==> config.mk <==
export PLATFORM = sky130hd
export DESIGN_NAME = core_wb_unit
export DESIGN_NICKNAME = d
export VERILOG_FILES = /design/src/rtl/core_wb_pkg.sv /design/src/rtl/core_wb_lq.sv /design/src/rtl/core_wb_unit.sv
export SDC_FILE = /design/constraint.sdc
export NUM_CORES = 1
export LEC_CHECK = 0
export ABC_AREA = 0
export CAP_MARGIN = 20
export CORE_MARGIN = 10
export CORE_UTILIZATION = 56
export CTS_BUF_LIST = sky130_fd_sc_hd__clkbuf_4 sky130_fd_sc_hd__clkbuf_8
export DETAILED_ROUTE_END_ITERATION = 10
export PLACE_DENSITY = 0.88
export SYNTH_ARGS = -nofsm -noshare
export SYNTH_HDL_FRONTEND = slang
export SYNTH_SLANG_ARGS = --single-unit
==> constraint.sdc <==
create_clock -name clk -period 5.2 [get_ports clk]
set_clock_uncertainty 0.2 [all_clocks]
set_input_delay 1.04 -clock clk [delete_from_list [all_inputs] [get_ports clk]]
set_output_delay 1.04 -clock clk [all_outputs]
set_load 0.05 [all_outputs]
==> src/rtl/core_wb_pkg.sv <==
// Shared types and constants for the Selen writeback stage.
package core_wb_pkg;

  localparam int LQ_DEPTH_DEF = 2;

  localparam logic [1:0] WB_SZ_B = 2'd0;
  localparam logic [1:0] WB_SZ_H = 2'd1;
  localparam logic [1:0] WB_SZ_W = 2'd2;

  typedef struct packed {
    logic [4:0]  rd;
    logic [31:0] data;
  } wb_lq_entry_t;

endpackage

==> src/rtl/core_wb_lq.sv <==
// In-order load queue; pointers carry an extra wrap bit to tell full from empty.
module core_wb_lq
  import core_wb_pkg::*;
#(
  parameter int DEPTH = LQ_DEPTH_DEF
) (
  input  logic         clk,
  input  logic         rst_n,
  input  logic         push,
  input  wb_lq_entry_t push_data,
  input  logic         pop,
  output wb_lq_entry_t head,
  output logic         full,
  output logic         empty
);

  localparam int AW = $clog2(DEPTH);
  localparam int PW = AW + 1;

  wb_lq_entry_t mem [DEPTH];
  logic [PW-1:0] wr_ptr;
  logic [PW-1:0] rd_ptr;
  logic          do_push;
  logic          do_pop;

  assign empty   = (wr_ptr == rd_ptr);
  assign full    = (wr_ptr[AW-1:0] == rd_ptr[AW-1:0]) && (wr_ptr[AW] != rd_ptr[AW]);
  assign head    = mem[rd_ptr[AW-1:0]];
  assign do_push = push && !full;
  assign do_pop  = pop && !empty;

  always_ff @(posedge clk) begin
    if (!rst_n) begin
      wr_ptr <= '0;
      rd_ptr <= '0;
    end else begin
      if (do_push) wr_ptr <= wr_ptr + 1'b1;
      if (do_pop)  rd_ptr <= rd_ptr + 1'b1;
    end
  end

  // Storage holds data only; validity lives entirely in the pointers.
  always_ff @(posedge clk) begin
    if (do_push) mem[wr_ptr[AW-1:0]] <= push_data;
  end

endmodule

==> src/rtl/core_wb_unit.sv <==
// Writeback stage: arbitrates ALU results and LSU loads onto the single
// register-file write port and tracks registers with loads in flight.
module core_wb_unit
  import core_wb_pkg::*;
#(
  parameter int LQ_DEPTH = LQ_DEPTH_DEF
) (
  input  logic        clk,
  input  logic        rst_n,
  input  logic        alu_vld,
  input  logic [4:0]  alu_rd,
  input  logic [31:0] alu_data,
  input  logic        ld_issue_vld,
  input  logic [4:0]  ld_issue_rd,
  input  logic        lsu_vld,
  output logic        lsu_rdy,
  input  logic [4:0]  lsu_rd,
  input  logic [31:0] lsu_data,
  input  logic [1:0]  lsu_addr_lo,
  input  logic [1:0]  lsu_size,
  input  logic        lsu_sign,
  output logic        rf_we,
  output logic [4:0]  rf_rd,
  output logic [31:0] rf_data,
  output logic [31:0] ld_busy
);

  function automatic logic [31:0] fmt_load(input logic [31:0] d,
                                           input logic [1:0]  lo,
                                           input logic [1:0]  sz,
                                           input logic        sgn);
    logic [31:0] sh;
    logic [7:0]  b;
    logic [15:0] h;
    sh = d >> {lo, 3'b000};
    b  = sh[7:0];
    h  = lo[1] ? d[31:16] : d[15:0];
    case (sz)
      WB_SZ_B: fmt_load = {{24{sgn & b[7]}}, b};
      WB_SZ_H: fmt_load = {{16{sgn & h[15]}}, h};
      default: fmt_load = d;
    endcase
  endfunction

  wb_lq_entry_t lq_head;
  wb_lq_entry_t lq_in;
  logic         lq_full;
  logic         lq_empty;
  logic         lq_push;
  logic         lq_pop;

  logic         lsu_acc;
  logic         alu_win;
  logic         head_win;
  logic         byp_win;
  logic         wr_vld;
  logic [4:0]   wr_rd;
  logic [31:0]  wr_data;
  logic         ld_wr;
  logic [31:0]  busy_set;
  logic [31:0]  busy_clr;
  logic [31:0]  busy_nxt;

  logic         vld_p1;
  logic [4:0]   rd_p1;
  logic [31:0]  data_p1;
  logic [31:0]  busy_p1;

  assign lsu_rdy  = !lq_full;
  assign lsu_acc  = lsu_vld && lsu_rdy;
  assign lq_in.rd   = lsu_rd;
  assign lq_in.data = fmt_load(lsu_data, lsu_addr_lo, lsu_size, lsu_sign);

  // x0 writes never take a slot; rd=0 loads are accepted and discarded.
  assign alu_win  = alu_vld && (alu_rd != 5'd0);
  assign head_win = !alu_win && !lq_empty;
  assign byp_win  = !alu_win && lq_empty && lsu_acc && (lsu_rd != 5'd0);
  assign lq_push  = lsu_acc && (lsu_rd != 5'd0) && !byp_win;
  assign lq_pop   = head_win;
  assign ld_wr    = head_win || byp_win;

  always_comb begin
    wr_vld  = 1'b0;
    wr_rd   = 5'd0;
    wr_data = 32'd0;
    if (alu_win) begin
      wr_vld  = 1'b1;
      wr_rd   = alu_rd;
      wr_data = alu_data;
    end else if (head_win) begin
      wr_vld  = 1'b1;
      wr_rd   = lq_head.rd;
      wr_data = lq_head.data;
    end else if (byp_win) begin
      wr_vld  = 1'b1;
      wr_rd   = lq_in.rd;
      wr_data = lq_in.data;
    end
  end

  // A new issue to the same register outranks the completing load.
  always_comb begin
    busy_set = 32'd0;
    busy_clr = 32'd0;
    if (ld_issue_vld) busy_set[ld_issue_rd] = 1'b1;
    if (ld_wr)        busy_clr[wr_rd]       = 1'b1;
    busy_nxt = ((busy_p1 & ~busy_clr) | busy_set) & 32'hFFFF_FFFE;
  end

  core_wb_lq #(
    .DEPTH (LQ_DEPTH)
  ) u_lq (
    .clk       (clk),
    .rst_n     (rst_n),
    .push      (lq_push),
    .push_data (lq_in),
    .pop       (lq_pop),
    .head      (lq_head),
    .full      (lq_full),
    .empty     (lq_empty)
  );

  // ---- stage p1: registered write port and scoreboard ----
  always_ff @(posedge clk) begin
    if (!rst_n) begin
      vld_p1  <= 1'b0;
      rd_p1   <= 5'd0;
      data_p1 <= 32'd0;
      busy_p1 <= 32'd0;
    end else begin
      vld_p1  <= wr_vld;
      busy_p1 <= busy_nxt;
      if (wr_vld) begin
        rd_p1   <= wr_rd;
        data_p1 <= wr_data;
      end
    end
  end

  assign rf_we   = vld_p1;
  assign rf_rd   = rd_p1;
  assign rf_data = data_p1;
  assign ld_busy = busy_p1;

endmodule

# == Word-level counts from Yosys, hierarchy flattened ==
# Memory sizes are Yosys's and may differ from the RTL's. A register that Yosys moved wholly into a read port is not among the register bits.
# Index checks and enable logic that the tools add are counted.
# totals
register_bits,74
ram_bits,74
inputBits,89
out_inout_bits,71
word_cells,66
mem_count,1
# memory_table
name,words,width,rd,rd_ports_with_merged_regs,wr,line,rtl
u_lq.mem,2,37,1,1,1,core_wb_lq.sv:20,wb_lq_entry_t mem [DEPTH];
# op_classes
n_addsub,2
magnitude_cmp,4
eq_ne,4
shifts,1
mux,21
n_bitwise,5
n_reduce_logical,21
# ops
op,count
32-bit 2-to-1 mux,5
32-bit case mux with 2 select lines,1
32-bit AND,1
32-bit inverter,1
32-bit OR,1
32-bit by 5-bit >> shifter with 8-bit output,1
16-bit 2-to-1 mux,1
5-bit 2-to-1 mux,3
1-bit logical AND,13
"5-bit by 6-bit < comparator with 1-bit output, second input constant",2
1-bit demux with 5-bit select,2
"5-bit by 1-bit >= comparator with 1-bit output, second input constant",2
5-bit nonzero test,2
1-bit 2-to-1 mux,9
"2-bit by 1-bit adder with 2-bit output, second input constant",2
1-bit logical NOT,4
1-bit AND,2
"2-bit by 1-bit equality test with 1-bit output, second input constant",1
2-bit equality test,1
2-bit logical NOT,1
1-bit equality test,1
1-bit logical OR,1
1-bit inequality test,1

# == Logic depth before layout (Yosys ltp) ==
# Gate-level depths: netlist of the first run.
# logic_depth
word_depth,17
mapped_depth,10

# == By module ==
# Synthesis of the first run repeated with hierarchy kept, for this count alone.
# unflattened
hier_cells,652
hier_area_um2,6901.6
# by_module_without_submodules
mod,instances,cells_per_inst,area_per_inst_um2,seq_area_each_um2
core_wb_unit,1,505,3973.8,1381.3
core_wb_lq,1,147,2927.8,2322.2

# == Worst setup path after synthesis of the first run ==
# OpenSTA, ideal clock, no wires.
# synth_path
kind,in2reg
from,input alu_vld
to,"memory u_lq.mem[1][0] in the netlist's numbering, enable pin"
setup_time_ns,0.399
t_arrival_ns,2.899
required_time_ns,4.601
slack_ns,1.702
path_stages,7
path_buffers,3
path_cell_list,buf_2 -> inv_1 -> a21o_1 -> buf_4 -> buf_4 -> a21oi_1 -> and2_1
# synth_via
elab_chain_len,10
# synth_lines
item,line,rtl
start: declaration,core_wb_unit.sv:10,"input logic alu_vld,"
1-bit logical AND,core_wb_unit.sv:75,assign alu_win = alu_vld && (alu_rd != 5'd0);
1-bit logical NOT,core_wb_unit.sv:77,assign byp_win = !alu_win && lq_empty && lsu_acc && (lsu_rd != 5'd0);
1-bit logical AND (3 in series),core_wb_unit.sv:77,
1-bit logical NOT,core_wb_unit.sv:78,assign lq_push = lsu_acc && (lsu_rd != 5'd0) && !byp_win;
1-bit logical AND,core_wb_unit.sv:78,
1-bit logical AND,core_wb_lq.sv:29,assign do_push = push && !full;
1-bit 2-to-1 mux,core_wb_lq.sv:44,if (do_push) mem[wr_ptr[AW-1:0]] <= push_data;
1-bit 2-to-1 mux (implied by the code),core_wb_lq.sv:44,
end: declaration,core_wb_lq.sv:20,
# Every way passes these cells.

# == Final worst setup path of the first run ==
# layout_path
from,input alu_rd[0]
to,register data_p1[30] (netlist: rf_data[30])
# layout_via
elab_chain_len,9
# layout_lines
item,line,rtl
start: declaration,core_wb_unit.sv:11,"input logic [4:0] alu_rd,"
5-bit nonzero test (*),core_wb_unit.sv:75,
1-bit logical AND (*),core_wb_unit.sv:75,
1-bit logical NOT,"core_wb_unit.sv:76, core_wb_unit.sv:77",
1-bit logical AND (3 in series),core_wb_unit.sv:77,
32-bit 2-to-1 mux or 1-bit 2-to-1 mux (tied branches),core_wb_unit.sv:94,end else if (byp_win) begin
32-bit 2-to-1 mux or 1-bit 2-to-1 mux (tied branches),core_wb_unit.sv:90,end else if (head_win) begin
32-bit 2-to-1 mux or 1-bit 2-to-1 mux (tied branches),core_wb_unit.sv:86,if (alu_win) begin
end signal: assignment,core_wb_unit.sv:135,data_p1 <= wr_data;
end: declaration,core_wb_unit.sv:66,logic [31:0] data_p1;
# Mark *: on every way between the ends. The rest lies on a longest branch, timed or not.
# A chain may end at the register's enable or synchronous reset.

==> results of run 1 <==
-- registers in the layout, indices dropped and copies added (netlist names), named ones only --
signal	count
u_lq.mem	74
rf_data	32
ld_busy	31
rf_rd	5
u_lq.rd_ptr	2
u_lq.wr_ptr	2
rf_we	1
-- synth_stat cells (3+ instances only) --
| cell | count |
|---|---|
| nand2_1 | 104 |
| a21oi_1 | 102 |
| dfxtp_1 | 74 |
| edfxtp_1 | 74 |
| o21ai_0 | 61 |
| mux2i_1 | 43 |
| nor2_1 | 43 |
| clkbuf_1 | 26 |
| nor3_1 | 23 |
| a22oi_1 | 21 |
| nand4_1 | 9 |
| nand3_1 | 8 |
| and3_1 | 7 |
| buf_4 | 7 |
| buf_2 | 6 |
| inv_1 | 6 |
| a21o_1 | 5 |
| a221oi_1 | 5 |
| buf_1 | 5 |
| a31oi_1 | 4 |
| mux2_2 | 4 |
| nor3b_1 | 4 |
| o211ai_1 | 4 |
| o21ai_1 | 4 |
| xnor2_1 | 4 |
| a221o_1 | 3 |
| a22o_1 | 3 |
| and2_1 | 3 |
| o221ai_1 | 3 |
-- metal layers --
layer,part of all wire (%),wire (µm)
met2,46,9915
met1,39,8441
met4,1.9,417
met5,0,0
met3,12,2673
-- area by class of cell --
| type | count | share of cell area, % |
|---|---|---|
| multi-input combinational | 495 | 32.60 |
| tap | 147 | 2.088 |
| inverter | 6 | 0.2557 |
| sequential | 148 | 42.06 |
| timing repair buffer | 166 | 18.78 |
| clock inverter | 14 | 1.477 |
| clock buffer | 18 | 2.741 |
-- per-stage QoR --
step,std cells,utilization (%),worst slack (ns),hold WS (ns)
2_1_floorplan,693,-,1.702,0.3675
3_5_place_dp,961,70.66,0.9600,0.2734
3_3_place_gp,961,70.66,1.101,0.2643
4_1_cts,993,73.78,1.405,0.2856
6_report,994,73.95,1.304,0.2832
5_1_grt,994,73.95,1.133,0.3020
-- final timing paths --
kind	from	slack (ns)	cells after the start	end
min reg2reg	ld_busy[23]$_SDFF_PN0_	0.28	2	ld_busy[23]$_SDFF_PN0_
min	ld_busy[23]$_SDFF_PN0_	0.28	2	ld_busy[23]$_SDFF_PN0_
max	alu_rd[0]	1.30	8	rf_data[30]$_SDFFE_PN0P_
max reg2reg	u_lq.wr_ptr[0]$_SDFFE_PN0P_	1.96	6	u_lq.mem[0][22]$_DFFE_PP_
-- worst reg2reg max path: stages (launching register included) --
cell	delay (ns)
dfxtp_1	0.49
xor2_1	0.36
nor2_2	0.07
buf_4	0.29
a21oi_1	0.37
and2b_1	0.62
buf_4	0.48
-- power breakdown --
part	switching [µW]	internal, µW	leakage [µW]
clock	452	386	0.000177
combinational	1120	543	0.00161
sequential	104	1470	0.00129
-- cells by family after synthesis --
group / Yosys count / synth area share, %
flip-flops: 148 / 54.67
XOR/XNOR: 8 / 1.256
AO/OA/AOI/OAI: 227 / 19.51
multiplexers: 48 / 7.351
AND/OR/NAND/NOR: 211 / 13.89
other: 1 / 0.05536
buffers and inverters: 50 / 3.269
==> key figures, run 1 <==
Outcome
  • Status: finished, final reports clean

Synthesis
  • Mapped cell area: 6774 µm²
  • Post-synthesis register bit count: 148
  • Post-synth top area cell: edfxtp_1
  • Ys flop type: edfxtp_1
  • Synth top area cells: edfxtp_1 33%, dfxtp_1 22%, a21oi_1 7.5%
  • Number of synthesized flops with an enable pin: 74
  • Warnings from Yosys: 0
  • Post-synthesis async set-or-reset flop share: 0%
  • Yosys cell types: between 50 and 60
  • Register area share after synthesis: 54.67%
  • Avg Inst Size Synth: 9.775 µm²
  • Mapped Nets: 782
  • Top cell type's share of synthesized area: between 30% and 40%
  • Synthesized netlist cell count: 693

Timing
  • Rel. slew slack: 33.33%
  • Final hold vios: 0
  • Setup TNS: 0 ns
  • Final Max Tran Viols: 0
  • Unrepaired setup endpoints after global routing: false
  • Setup-failing EPs final: 0
  • Final min period: 3.896 ns
  • Crit share post-route: 74.93%
  • Worst-Margin Slew: ~1.0 ns
  • FMAX: 256.6 MHz

Setup path
  • Buf/Inv on CP: 2
  • Data required time at the worst endpoint: 5.37 ns
  • Delay-heaviest family, CP: compound AO/OA/AOI/OAI gates
  • Crit Path Class: input port to flip-flop
  • Slowest Stage Delay on Critical Path: 0.55 ns
  • Startpoint Class: input port
  • Crit path max-delay cell type: a21o_1
  • Critical-path cell list: clkdlybuf4s50_1, nor4_2, a21o_1, buf_4, nand3_1, a21oi_1, o21ai_0, a21oi_1
  • Worst EP arrival: 4.06 ns
  • Crit. End Element: flip-flop
  • Critical Path Fanout Max: 19
  • Worst path most repeated cell: a21oi_1

Drt
  • Vias per cell: 6.381
  • DRT Pass-1 Iters: 6
  • Iteration-0 DRC Markers: around 1000
  • Final WL: between 20 and 25 mm
  • Avg WL per Cell: 21.58 µm
  • Residual DRC: 0
  • Via count: 6343
  • Final ANT Viol Nets: 0

Finish
  • Layout cells sized above 1: under 10%
  • Most frequent cells in the layout: 158 x clkdlybuf4s50_1, 104 x nand2_1, 101 x a21oi_1
  • Commonest non-fill, non-tap cell in the layout: clkdlybuf4s50_1
  • Reg area: approximately 3700 µm²
  • Number of fill cells: approximately 840
  • Final nets: 923
  • Multi-input logic area: 2872 µm²
  • Post-Layout Inst Area: 8808 µm²
  • Area grow syn2layout: 30.03%
  • ANT cells: 0

CTS
  • Number of buffers created by CTS: 17
  • Root buf cell: clkbuf_8
  • Setup Fix Bufs, Post-CTS: 0
  • Reg clk slew, reported paths: 0.08 ns
  • Number of H-tree levels: 4
  • Worst skew pair latency: approximately 0.45 ns
  • CTS tree: yes
  • CTS max path bufs: 2
  • Clock sink total: 148
  • Hold buffer count at cts: 0
  • Post_cts resized: 0

Global route
  • First-pass GRT wire length: 32.99 mm
  • M1 GR Usage: roughly 30%
  • GR Layer Usage met2: 39.62%
  • Met3 Use GR: 9.209%
  • Vias in the first global route: 6326
  • Gr busiest metal: met2
  • Gr ovfl total: 0
  • Total track usage: 24.84%
  • Largest net degree at the start of global routing: 67
  • Initial antenna violation count: 0

Floorplanning
  • Die Y: 130.0 µm
  • Site Rows: 40
  • Ports: 160
  • Core Region: 11910 µm²
  • Full die area: approximately 17000 µm²
  • Initial Util: 56.87%
  • Die width: 130.0 µm

Pwr
  • Pwr/cell area: 462.4 nW/µm²
  • Highest ir drop seen on vdd: 269.8 µV
  • Leakage: approximately 0.003 µW
  • Power, Total: 4073 µW

Placed design
  • DP Wirelength: 15.22 mm
  • I/O Buffers: 158
  • Gpl congestion: 0.9646
  • Dpl cell area: 8417 µm²

Worst hold path
  • Hold WC Path Type: flip-flop to flip-flop

Flow run
  • Maxcap violations: 0
Note: power is estimated with default switching activity, not from simulation.
==> run 2: changes to the inputs <==
--- a/config.mk
+++ b/config.mk
@@ -8,10 +8,10 @@
 export ABC_AREA = 0
 export CAP_MARGIN = 20
 export CORE_MARGIN = 10
-export CORE_UTILIZATION = 56
+export CORE_UTILIZATION = 47
 export CTS_BUF_LIST = sky130_fd_sc_hd__clkbuf_4 sky130_fd_sc_hd__clkbuf_8
 export DETAILED_ROUTE_END_ITERATION = 10
-export PLACE_DENSITY = 0.88
+export PLACE_DENSITY = 0.79
 export SYNTH_ARGS = -nofsm -noshare
 export SYNTH_HDL_FRONTEND = slang
 export SYNTH_SLANG_ARGS = --single-unit
==> constraint.sdc (replaced) <==
create_clock -name clk -period 3.25 [get_ports clk]
set_clock_uncertainty 0.2 [all_clocks]
set_input_delay 0.65 -clock clk [delete_from_list [all_inputs] [get_ports clk]]
set_output_delay 0.65 -clock clk [all_outputs]
set_load 0.05 [all_outputs]
==> key figures, run 2 (synthesis gave the netlist of run 1 again) <==
Finish
  • Util after Layout: 64.54%
  • Most frequent cells in the layout: 158 x clkdlybuf4s50_1, 104 x nand2_1, 101 x a21oi_1
  • Number of fill cells: 1126
  • Post-Layout Inst Area: around 9000 µm²
  • ANT cells: 0
  • Layout cells sized above 1: 9.007%
  • Final nets: 942
  • Flip-flop count of the largest register after layout: 74
  • Commonest non-fill, non-tap cell in the layout: clkdlybuf4s50_1
  • Area grow syn2layout: 33.28%

Floorplanning
  • Site Rows: 43
  • Full die area: 19620 µm²
  • Initial Util: approximately 48%
  • Die Y: approximately 140 µm
  • Die width: 140.1 µm
  • Core Region: 13990 µm²
  • Ports: 160

CTS
  • Clock sink total: 148
  • Number of buffers created by CTS: 17
  • Hold buffer count at cts: 0
  • Reg clk slew, reported paths: 0.08 ns
  • CTS tree: yes
  • Worst skew pair latency: 0.44 ns
  • Number of H-tree levels: 4
  • Setup Fix Bufs, Post-CTS: 0
  • CTS max path bufs: 2
  • Root buf cell: clkbuf_8
  • Post_cts resized: 0

Setup path
  • Crit Path Class: flip-flop to output pin
  • Slowest Stage Delay on Critical Path: 0.72 ns
  • Reg2Reg Launch Point: u_lq.wr_ptr[0]$_SDFFE_PN0P_
  • Buf/Inv on CP: 1
  • Worst r2r path cells: 6
  • Critical Path Fanout Max: 9
  • Crit. End Element: output pin
  • Reg2reg end: ld_busy[28]$_SDFF_PN0_
  • Crit path max-delay cell type: clkdlybuf4s50_1
  • Startpoint Class: flip-flop
  • R2r setup slk: 0.63 ns
  • Delay-heaviest family, CP: buffers and inverters
  • Data required time at the worst endpoint: 2.40 ns
  • Critical-path cell list: xor2_2, nand2_1, clkdlybuf4s50_1
  • Worst EP arrival: ~2.1 ns

Worst hold path
  • Hold Crit Start: rf_data[9]$_SDFFE_PN0P_
  • Hold Path End: rf_data[9]$_SDFFE_PN0P_
  • Hold WC Path Type: flip-flop to flip-flop
  • Hold path depth: 2

Drt
  • Avg WL per Cell: around 21 µm
  • DRT Pass-1 Iters: 5
  • Iteration-0 DRC Markers: 712
  • Residual DRC: 0
  • Final ANT Viol Nets: 0
  • Final WL: 21.47 mm
  • Via count: 6188
  • Vias per cell: 5.916

Outcome
  • Status: finished, final reports clean

Global route
  • Vias in the first global route: 6133
  • Gr ovfl total: 0
  • Total track usage: between 20% and 30%
  • Largest net degree at the start of global routing: 37
  • Initial antenna violation count: 0
  • First-pass GRT wire length: ~34 mm

Pwr
  • Pwr/cell area: between 700 and 800 nW/µm²
  • Leakage: 0.003204 µW
  • Power, Total: 6599 µW
  • Highest ir drop seen on vdd: 431.7 µV

Timing
  • Worst-Margin Slew: 0.6429 ns
  • Final min period: about 3 ns
  • FMAX: roughly 330 MHz
  • Crit share post-route: between 90% and 100%
  • Rel. slew slack: 56.98%
  • Setup-failing EPs final: 0
  • Final hold vios: 0
  • Unrepaired setup endpoints after global routing: false
  • Setup TNS: 0 ns
  • Final Max Tran Viols: 0

Flow run
  • Maxcap violations: 0

Placed design
  • DP Wirelength: 15.55 mm
  • Gpl congestion: 0.9424
  • I/O Buffers: 158
  • Dpl cell area: 8658 µm²
-- run 2: cell count changes in the layout (fill, tap and decap cells not counted), sizes merged --
cell	delta
clkbuf	+4
clkinvlp	-3
inv	-1
buf	+19
-- run 2: stage by stage --
stage	worst slack [ns]	std cells	hold slack, ns
CTS	0.2191	1046	0.2771
detailed placement	0.03136	1014	0.2664
finish	0.2630	1046	0.2781
floorplan	0.1418	693	0.3675
global route	0.1334	1046	0.3007
global placement	0.07192	1014	0.2566
-- run 2: power breakdown --
group	switching (µW)	total (µW)	leakage (µW)	internal, µW
Sequential	161	2510	0.00129	2350
Combinational	1780	2740	0.00171	958
Clock	667	1340	0.000197	675
Total	2610	6600	0.00320	3990
-- run 2: area by class of cell --
class                   instances  area (µm²)  area share [%]
flip-flops and latches        148        3705           41.03
repair buffers                185        1834           20.32
inverters                       6       22.52          0.2494
clock inverters                10       80.08          0.8869
multi-input cells             495        2872           31.80
well taps                     180       225.2           2.494
clock buffers                  22       290.3           3.215
-- run 2: worst max path at each step --
stage | endpoint | slack (ns) | cells past startpoint | start
global placement | ld_busy[9]$_SDFF_PN0_ | 0.07 | 7 | alu_rd[0]
detailed placement | ld_busy[25]$_SDFF_PN0_ | 0.03 | 7 | alu_rd[0]
global route | lsu_rdy | 0.13 | 3 | u_lq.rd_ptr[1]$_SDFFE_PN0P_
CTS | lsu_rdy | 0.22 | 3 | u_lq.wr_ptr[1]$_SDFFE_PN0P_
floorplan | u_lq.mem[1][0]$_DFFE_PP_ | 0.14 | 7 | alu_vld
finish | lsu_rdy | 0.26 | 3 | u_lq.wr_ptr[1]$_SDFFE_PN0P_
-- run 2: layer usage --
layer	global-route usage, %	vias to the layer above	share of wire, %
met5	0	-	0
met4	6.087	0	1.2
met3	5.747	25	8.9
met2	34.40	344	48
met1	27.52	2967	42
li1	-	2852	-
-- run 2: worst register-to-register path: cells and delay by family (launching register included) --
kind                      cells  cell delay (ns)
AOI/OAI and AO/OA             5             1.38
xor gates and xnor gates      1             0.48
DFF                           1             0.46
